### config.mk
export PLATFORM = sky130hd
export DESIGN_NAME = line_buffer_feeder
export DESIGN_NICKNAME = d
export VERILOG_FILES = /design/src/rtl/line_buffer_feeder.sv
export SDC_FILE = /design/constraint.sdc
export NUM_CORES = 1
export LEC_CHECK = 0
export CORE_MARGIN = 5
export CORE_UTILIZATION = 45
export CTS_CLUSTER_DIAMETER = 40
export CTS_CLUSTER_SIZE = 20
export DETAILED_ROUTE_END_ITERATION = 8
export GPL_ROUTABILITY_DRIVEN = 0
export PLACE_DENSITY = 0.73
export SETUP_SLACK_MARGIN = 0.4
export SYNTH_ARGS = -nofsm -noshare
export SYNTH_HDL_FRONTEND = slang
export SYNTH_SLANG_ARGS = --single-unit
### constraint.sdc
create_clock -name clk -period 3.1 [get_ports clk]
set_input_delay 0.62 -clock clk [delete_from_list [all_inputs] [get_ports clk]]
set_output_delay 0.62 -clock clk [all_outputs]
set_load 0.005 [all_outputs]
### src/rtl/line_buffer_feeder.sv
// line_buffer_feeder
//   Walks an image in bands of KER_SIZE rows and streams one KER_SIZE-pixel
//   column per cycle into a KxK line-buffer window array. Each presented
//   column carries a rotating col_ptr (c mod K) and a saturating
//   init_col_ptr (min(c, K-1)). win_valid marks the cycle in which the
//   array's output register holds a new full window.
//
//   Build option: define LB_FEEDER_STRIDE2_EN for stride-2 operation
//   (row step 2, windows only on columns with (c-(K-1)) even).
//
// Ports
//   clk, rstn          clock; asynchronous active-low reset
//   start              frame start pulse (ignored while busy)
//   img_w, img_h       image size, latched on an accepted start
//   stall              holds off new column reads (same-cycle gate)
//   rd_en/rd_row/rd_col column read request; rd_data returns 1 cycle later
//   pixel_out          presented column (slice j = row rd_row+j)
//   col_ptr            c mod K of the presented column
//   init_col_ptr       min(c, K-1) of the presented column
//   col_vld            new column presented this cycle
//   win_valid          window array registered a new full window
//   busy, done         frame in progress / one-cycle end-of-frame pulse
module line_buffer_feeder #(
  parameter int KER_SIZE = 3,
  parameter int BITWIDTH = 8,
  parameter int AW       = 8
) (
  input  logic                         clk,
  input  logic                         rstn,
  input  logic                         start,
  input  logic [AW-1:0]                img_w,
  input  logic [AW-1:0]                img_h,
  input  logic                         stall,
  output logic                         rd_en,
  output logic [AW-1:0]                rd_row,
  output logic [AW-1:0]                rd_col,
  input  logic [BITWIDTH*KER_SIZE-1:0] rd_data,
  output logic [BITWIDTH*KER_SIZE-1:0] pixel_out,
  output logic [2:0]                   col_ptr,
  output logic [2:0]                   init_col_ptr,
  output logic                         col_vld,
  output logic                         win_valid,
  output logic                         busy,
  output logic                         done
);

`ifdef LB_FEEDER_STRIDE2_EN
  localparam int ROW_STEP = 2;
`else
  localparam int ROW_STEP = 1;
`endif
  localparam logic [2:0]  KM1 = 3'(KER_SIZE - 1);
  localparam logic [AW:0] KW  = (AW+1)'(KER_SIZE);

  typedef enum logic [1:0] {IDLE, RUN, DRAIN, DONE} state_t;

  // Column tag carried alongside an in-flight read.
  typedef struct packed {
    logic [AW-1:0] c;
    logic [2:0]    cm;
  } col_tag_t;

  state_t        state, state_nx;
  logic [AW-1:0] w_q, h_q, r_q, c_q;
  logic [2:0]    cm_q;          // running c mod K, avoids a divider
  col_tag_t      tag_s1;
  logic [1:0]    vld_pipe;      // [0]: read in flight, [1]: column presented
  logic          issue, last_col, last_band, dims_ok, win_nx;

  assign dims_ok   = ({1'b0, img_w} >= KW) && ({1'b0, img_h} >= KW);
  assign issue     = (state == RUN) && !stall;
  assign last_col  = (c_q == w_q - 1'b1);
  // Last band: no further full band fits below the current one.
  assign last_band = ({1'b0, r_q} + (AW+1)'(ROW_STEP)) > ({1'b0, h_q} - KW);

  assign rd_en   = issue;
  assign rd_row  = r_q;
  assign rd_col  = c_q;
  assign col_vld = vld_pipe[1];
  assign busy    = (state != IDLE);
  assign done    = (state == DONE);

  always_comb begin
    state_nx = state;
    case (state)
      IDLE:  if (start) state_nx = dims_ok ? RUN : DONE;
      RUN:   if (issue && last_col && last_band) state_nx = DRAIN;
      // Leave once nothing is in flight and no window is still to be flagged.
      DRAIN: if (!vld_pipe[0] && !(col_vld && init_col_ptr == KM1)) state_nx = DONE;
      DONE:  state_nx = IDLE;
      default: state_nx = IDLE;
    endcase
  end

  always_ff @(posedge clk or negedge rstn) begin
    if (!rstn) begin
      state <= IDLE;
      w_q   <= '0;
      h_q   <= '0;
      r_q   <= '0;
      c_q   <= '0;
      cm_q  <= '0;
    end else begin
      state <= state_nx;
      if (state == IDLE && start && dims_ok) begin
        w_q  <= img_w;
        h_q  <= img_h;
        r_q  <= '0;
        c_q  <= '0;
        cm_q <= '0;
      end else if (issue) begin
        if (last_col) begin
          c_q  <= '0;
          cm_q <= '0;
          r_q  <= r_q + AW'(ROW_STEP);
        end else begin
          c_q  <= c_q + 1'b1;
          cm_q <= (cm_q == KM1) ? 3'd0 : cm_q + 3'd1;
        end
      end
    end
  end

`ifdef LB_FEEDER_STRIDE2_EN
  logic c_par;                  // LSB of the presented column index
  assign win_nx = col_vld && (init_col_ptr == KM1) && (c_par == KM1[0]);
`else
  assign win_nx = col_vld && (init_col_ptr == KM1);
`endif

  // Presentation outputs only move when a column returns, so an idle
  // cycle re-presents the previous column (harmless to the window array).
  always_ff @(posedge clk or negedge rstn) begin
    if (!rstn) begin
      vld_pipe     <= '0;
      tag_s1       <= '0;
      pixel_out    <= '0;
      col_ptr      <= '0;
      init_col_ptr <= '0;
      win_valid    <= 1'b0;
`ifdef LB_FEEDER_STRIDE2_EN
      c_par        <= 1'b0;
`endif
    end else begin
      vld_pipe  <= {vld_pipe[0], issue};
      win_valid <= win_nx;
      if (issue) tag_s1 <= '{c: c_q, cm: cm_q};
      if (vld_pipe[0]) begin
        pixel_out    <= rd_data;
        col_ptr      <= tag_s1.cm;
        init_col_ptr <= (tag_s1.c >= AW'(KER_SIZE - 1)) ? KM1 : tag_s1.c[2:0];
`ifdef LB_FEEDER_STRIDE2_EN
        c_par        <= tag_s1.c[0];
`endif
      end
    end
  end

endmodule

==> impl_metrics.json <==
{
  "synth_top_area_share_pct": 49.11,
  "path_buf_inv": 0,
  "regToRegStartpoint": "h_q[4]$_DFFE_PN0P_",
  "power_mw": 4.627,
  "status": "finished, final reports clean",
  "die_w_um": 105.8,
  "numCtsBuffers": 9,
  "diodes": 0,
  "worst-slew-pin-transition_ns": 1.011,
  "syn_nets": 428,
  "wl_mm": 9.252,
  "final_util_pct": 60.62,
  "hold_viol_final": 0,
  "synth-main-ff-cell": "dfrtp_1",
  "synth_top_area_cell": "dfrtp_1",
  "criticalPathCategory": "reg2reg",
  "setup_viol": 0,
  "avgRoutedWirePerCell_um": 15.79,
  "slew_violations": 0,
  "synth_seq_cells": 81,
  "start_util_pct": 45.32,
  "num_rows": 35,
  "synth_cell_types": 51,
  "crit_required_ns": 3.38,
  "p_per_area_nw_per_um2": 837.9,
  "fin_skew_ns": 0.006616,
  "drtIter0Drc": 114,
  "numClockSinks": 81,
  "r2r_slack_ns": 0.31,
  "syn_avg_cell_area_um2": 11.28,
  "slowest_delay_ns": 0.55,
  "fin_area_um2": 5522,
  "grt_first_pass_wirelength_mm": 15.84,
  "grt_setup_unrepaired": "true",
  "vdd_ir_drop_max_v": 0.0004518,
  "grt_start_max_net_pins": 82,
  "synth_edf_count": 0,
  "path_max_fanout": 3,
  "grt_use_total_pct": 17.44,
  "fin_ws_ns": 0.3078,
  "synth.area.top_cells": "dfrtp_1 (49%), mux2_2 (11%), ha_1 (5.5%), xnor2_1 (4.2%), nand2_1 (4.0%)",
  "synth_area_um2": 4128,
  "final.setup.tns_ns": 0,
  "die-area_um2": 11190,
  "vias": 3116,
  "worstSetupStartpointType": "flop",
  "overflow": 0,
  "fin_crit_sh_pct": 90.07,
  "reg2reg_to": "state[1]$_DFFE_PN0P_",
  "coreArea_um2": 9109,
  "period_needed_ns": 2.792,
  "final_cells": 586,
  "cp_common_cell": "or4_4",
  "endpoint_kind": "flop",
  "holdWs_ns": 0.4137,
  "dpl.hpwl_mm": 6.865,
  "htreeDepth": 3,
  "cts_tree": "built",
  "ys_async_sr_fraction_pct": 100.0,
  "post_dp_cell_area_um2": 5216,
  "ant_nets": 0,
  "drive_gt1_share_pct": 20.21,
  "grt_pass1_vias": 3283,
  "drc_errors": 0,
  "yosysWarnings": 0,
  "die_h_um": 105.8,
  "synth.most_common_cell": "dfrtp_1",
  "hp-class": "in2async",
  "via_per_inst": 5.317,
  "dr.pass1.iters": 4,
  "p_leak_nw": 2.436,
  "synth.top_cells.by_count": "dfrtp_1 (81), nand2_1 (44), mux2_2 (40)",
  "relSlewSlack_pct": 32.61,
  "syn_inst": 366,
  "dpl.cell_count": 567,
  "root_buffer": "clkbuf_8",
  "finalNetCount": 533,
  "critPathArrivalTime_ns": 3.07,
  "critPathTopFamily": "simple AND/OR/NAND/NOR gates",
  "worstRegToRegCells": 9,
  "path_cells": "or4_4 > or4_4 > ha_4 > nand4_1 > nor2_1 > a221o_1 > o2111a_1 > o221ai_2 > mux2i_1",
  "port_buffers": 94,
  "clk_pin_slew_ns": 0.09,
  "antenna_found_initial": 0,
  "dpl_worst_slack_ns": 0.2026,
  "cp_slowest_cell": "or4_4",
  "num_io_pins": 95,
  "area_growth_pct": 33.77,
  "cts.path.max_buffers": 2,
  "clkLatencyLatePin_ns": 0.35,
  "max_freq_mhz": 358.1,
  "yosysSeqAreaShare_pct": 49.11,
  "maxCapViolations": 0
}
layer usage:
metal  wire (µm)  global-route usage (%)  vias up  share of wire [%]
met2        4274                   27.87       95                 46
li1            -                       -     1492                  -
met4         163                   5.365        0                1.8
met1        4335                   23.10     1514                 47
met3         478                   4.838       15                5.2
met5           0                       0        -                  0
cell families (layout without fill, tap and decap cells):
logic type	count (synthesis)	in the layout	synth area share [%]
adder cells (fa/ha/maj)	18	18	5.456
XOR/XNOR	27	27	6.062
buffers and inverters	30	139	3.425
multiplexers	43	43	11.67
AO/OA/AOI/OAI	50	50	8.851
flip-flops	81	81	49.11
AND/OR/NAND/NOR	117	117	15.43
power breakdown:
| group | switching (mW) | total (mW) | internal (mW) |
|---|---|---|---|
| Clock | 0.401 | 0.938 | 0.536 |
| Sequential | 0.315 | 1.74 | 1.43 |
| Combinational | 0.816 | 1.95 | 1.13 |
| Total | 1.53 | 4.63 | 3.09 |
registers in the layout, indices dropped and copies added (netlist names):
register and count:
cm_q 3, state 2, init_col_ptr 3, rd_row 8
w_q 8, pixel_out 24, h_q 8, rd_col 8
col_ptr 3, vld_pipe 2, win_valid 1, tag_s1 11
cell type report:
cell class	count	area, µm²
multi-input combinational	255	2016
clock buffer	9	123.9
timing repair buffer	107	1036
clock inverter	6	115.1
tap	111	138.9
inverter	17	63.81
fill	748	3587
sequential	81	2028
how the worst max path moves through the flow:
stage,start,end,slack [ns],cells past startpoint
floorplan,h_q[4]$_DFFE_PN0P_,state[0]$_DFFE_PN0P_,0.36,9
global placement,h_q[4]$_DFFE_PN0P_,state[0]$_DFFE_PN0P_,0.28,9
detailed placement,h_q[4]$_DFFE_PN0P_,state[1]$_DFFE_PN0P_,0.20,9
CTS,h_q[4]$_DFFE_PN0P_,state[1]$_DFFE_PN0P_,0.29,9
global route,h_q[4]$_DFFE_PN0P_,state[0]$_DFFE_PN0P_,0.19,10
finish,h_q[4]$_DFFE_PN0P_,state[1]$_DFFE_PN0P_,0.31,9
cells in the final DEF (no fill, tap or decap), types with 3 or more instances in the layout:
cell and instances:
a21oi_1 9, inv_1 16, nor3_1 7, nand3_1 9
nor2_1 12, clkdlybuf4s50_1 93, nand2_1 44, xor2_1 6
ha_1 17, nor4_1 5, buf_4 14, a21oi_2 4
nand3_2 5, bufinv_16 3, nand2b_1 7, and3_1 6
a211oi_1 6, mux2_2 40, dfrtp_1 80, o21ai_0 9
a21o_1 9, clkbuf_8 9, nand4_1 3, xnor2_1 20
worst reg2reg max path, stage by stage (launching register included):
cell      delay [ns]
dfrtp_1         0.39
or4_4           0.55
or4_4           0.44
ha_4            0.23
nand4_1         0.10
nor2_1          0.06
a221o_1         0.29
o2111a_1        0.25
o221ai_2        0.19
mux2i_1         0.22
timing repair:
item                                    in CTS  in global routing
hold buffers                                 0                  0
setup buffers                                4                  0
resized for setup                            6                  3
hold endpoints to repair                     0                  0
cloned                                       0                  0
endpoints found under the setup margin       2                  4
pin swaps                                    2                  5
Power figures use the tool's default switching activity.
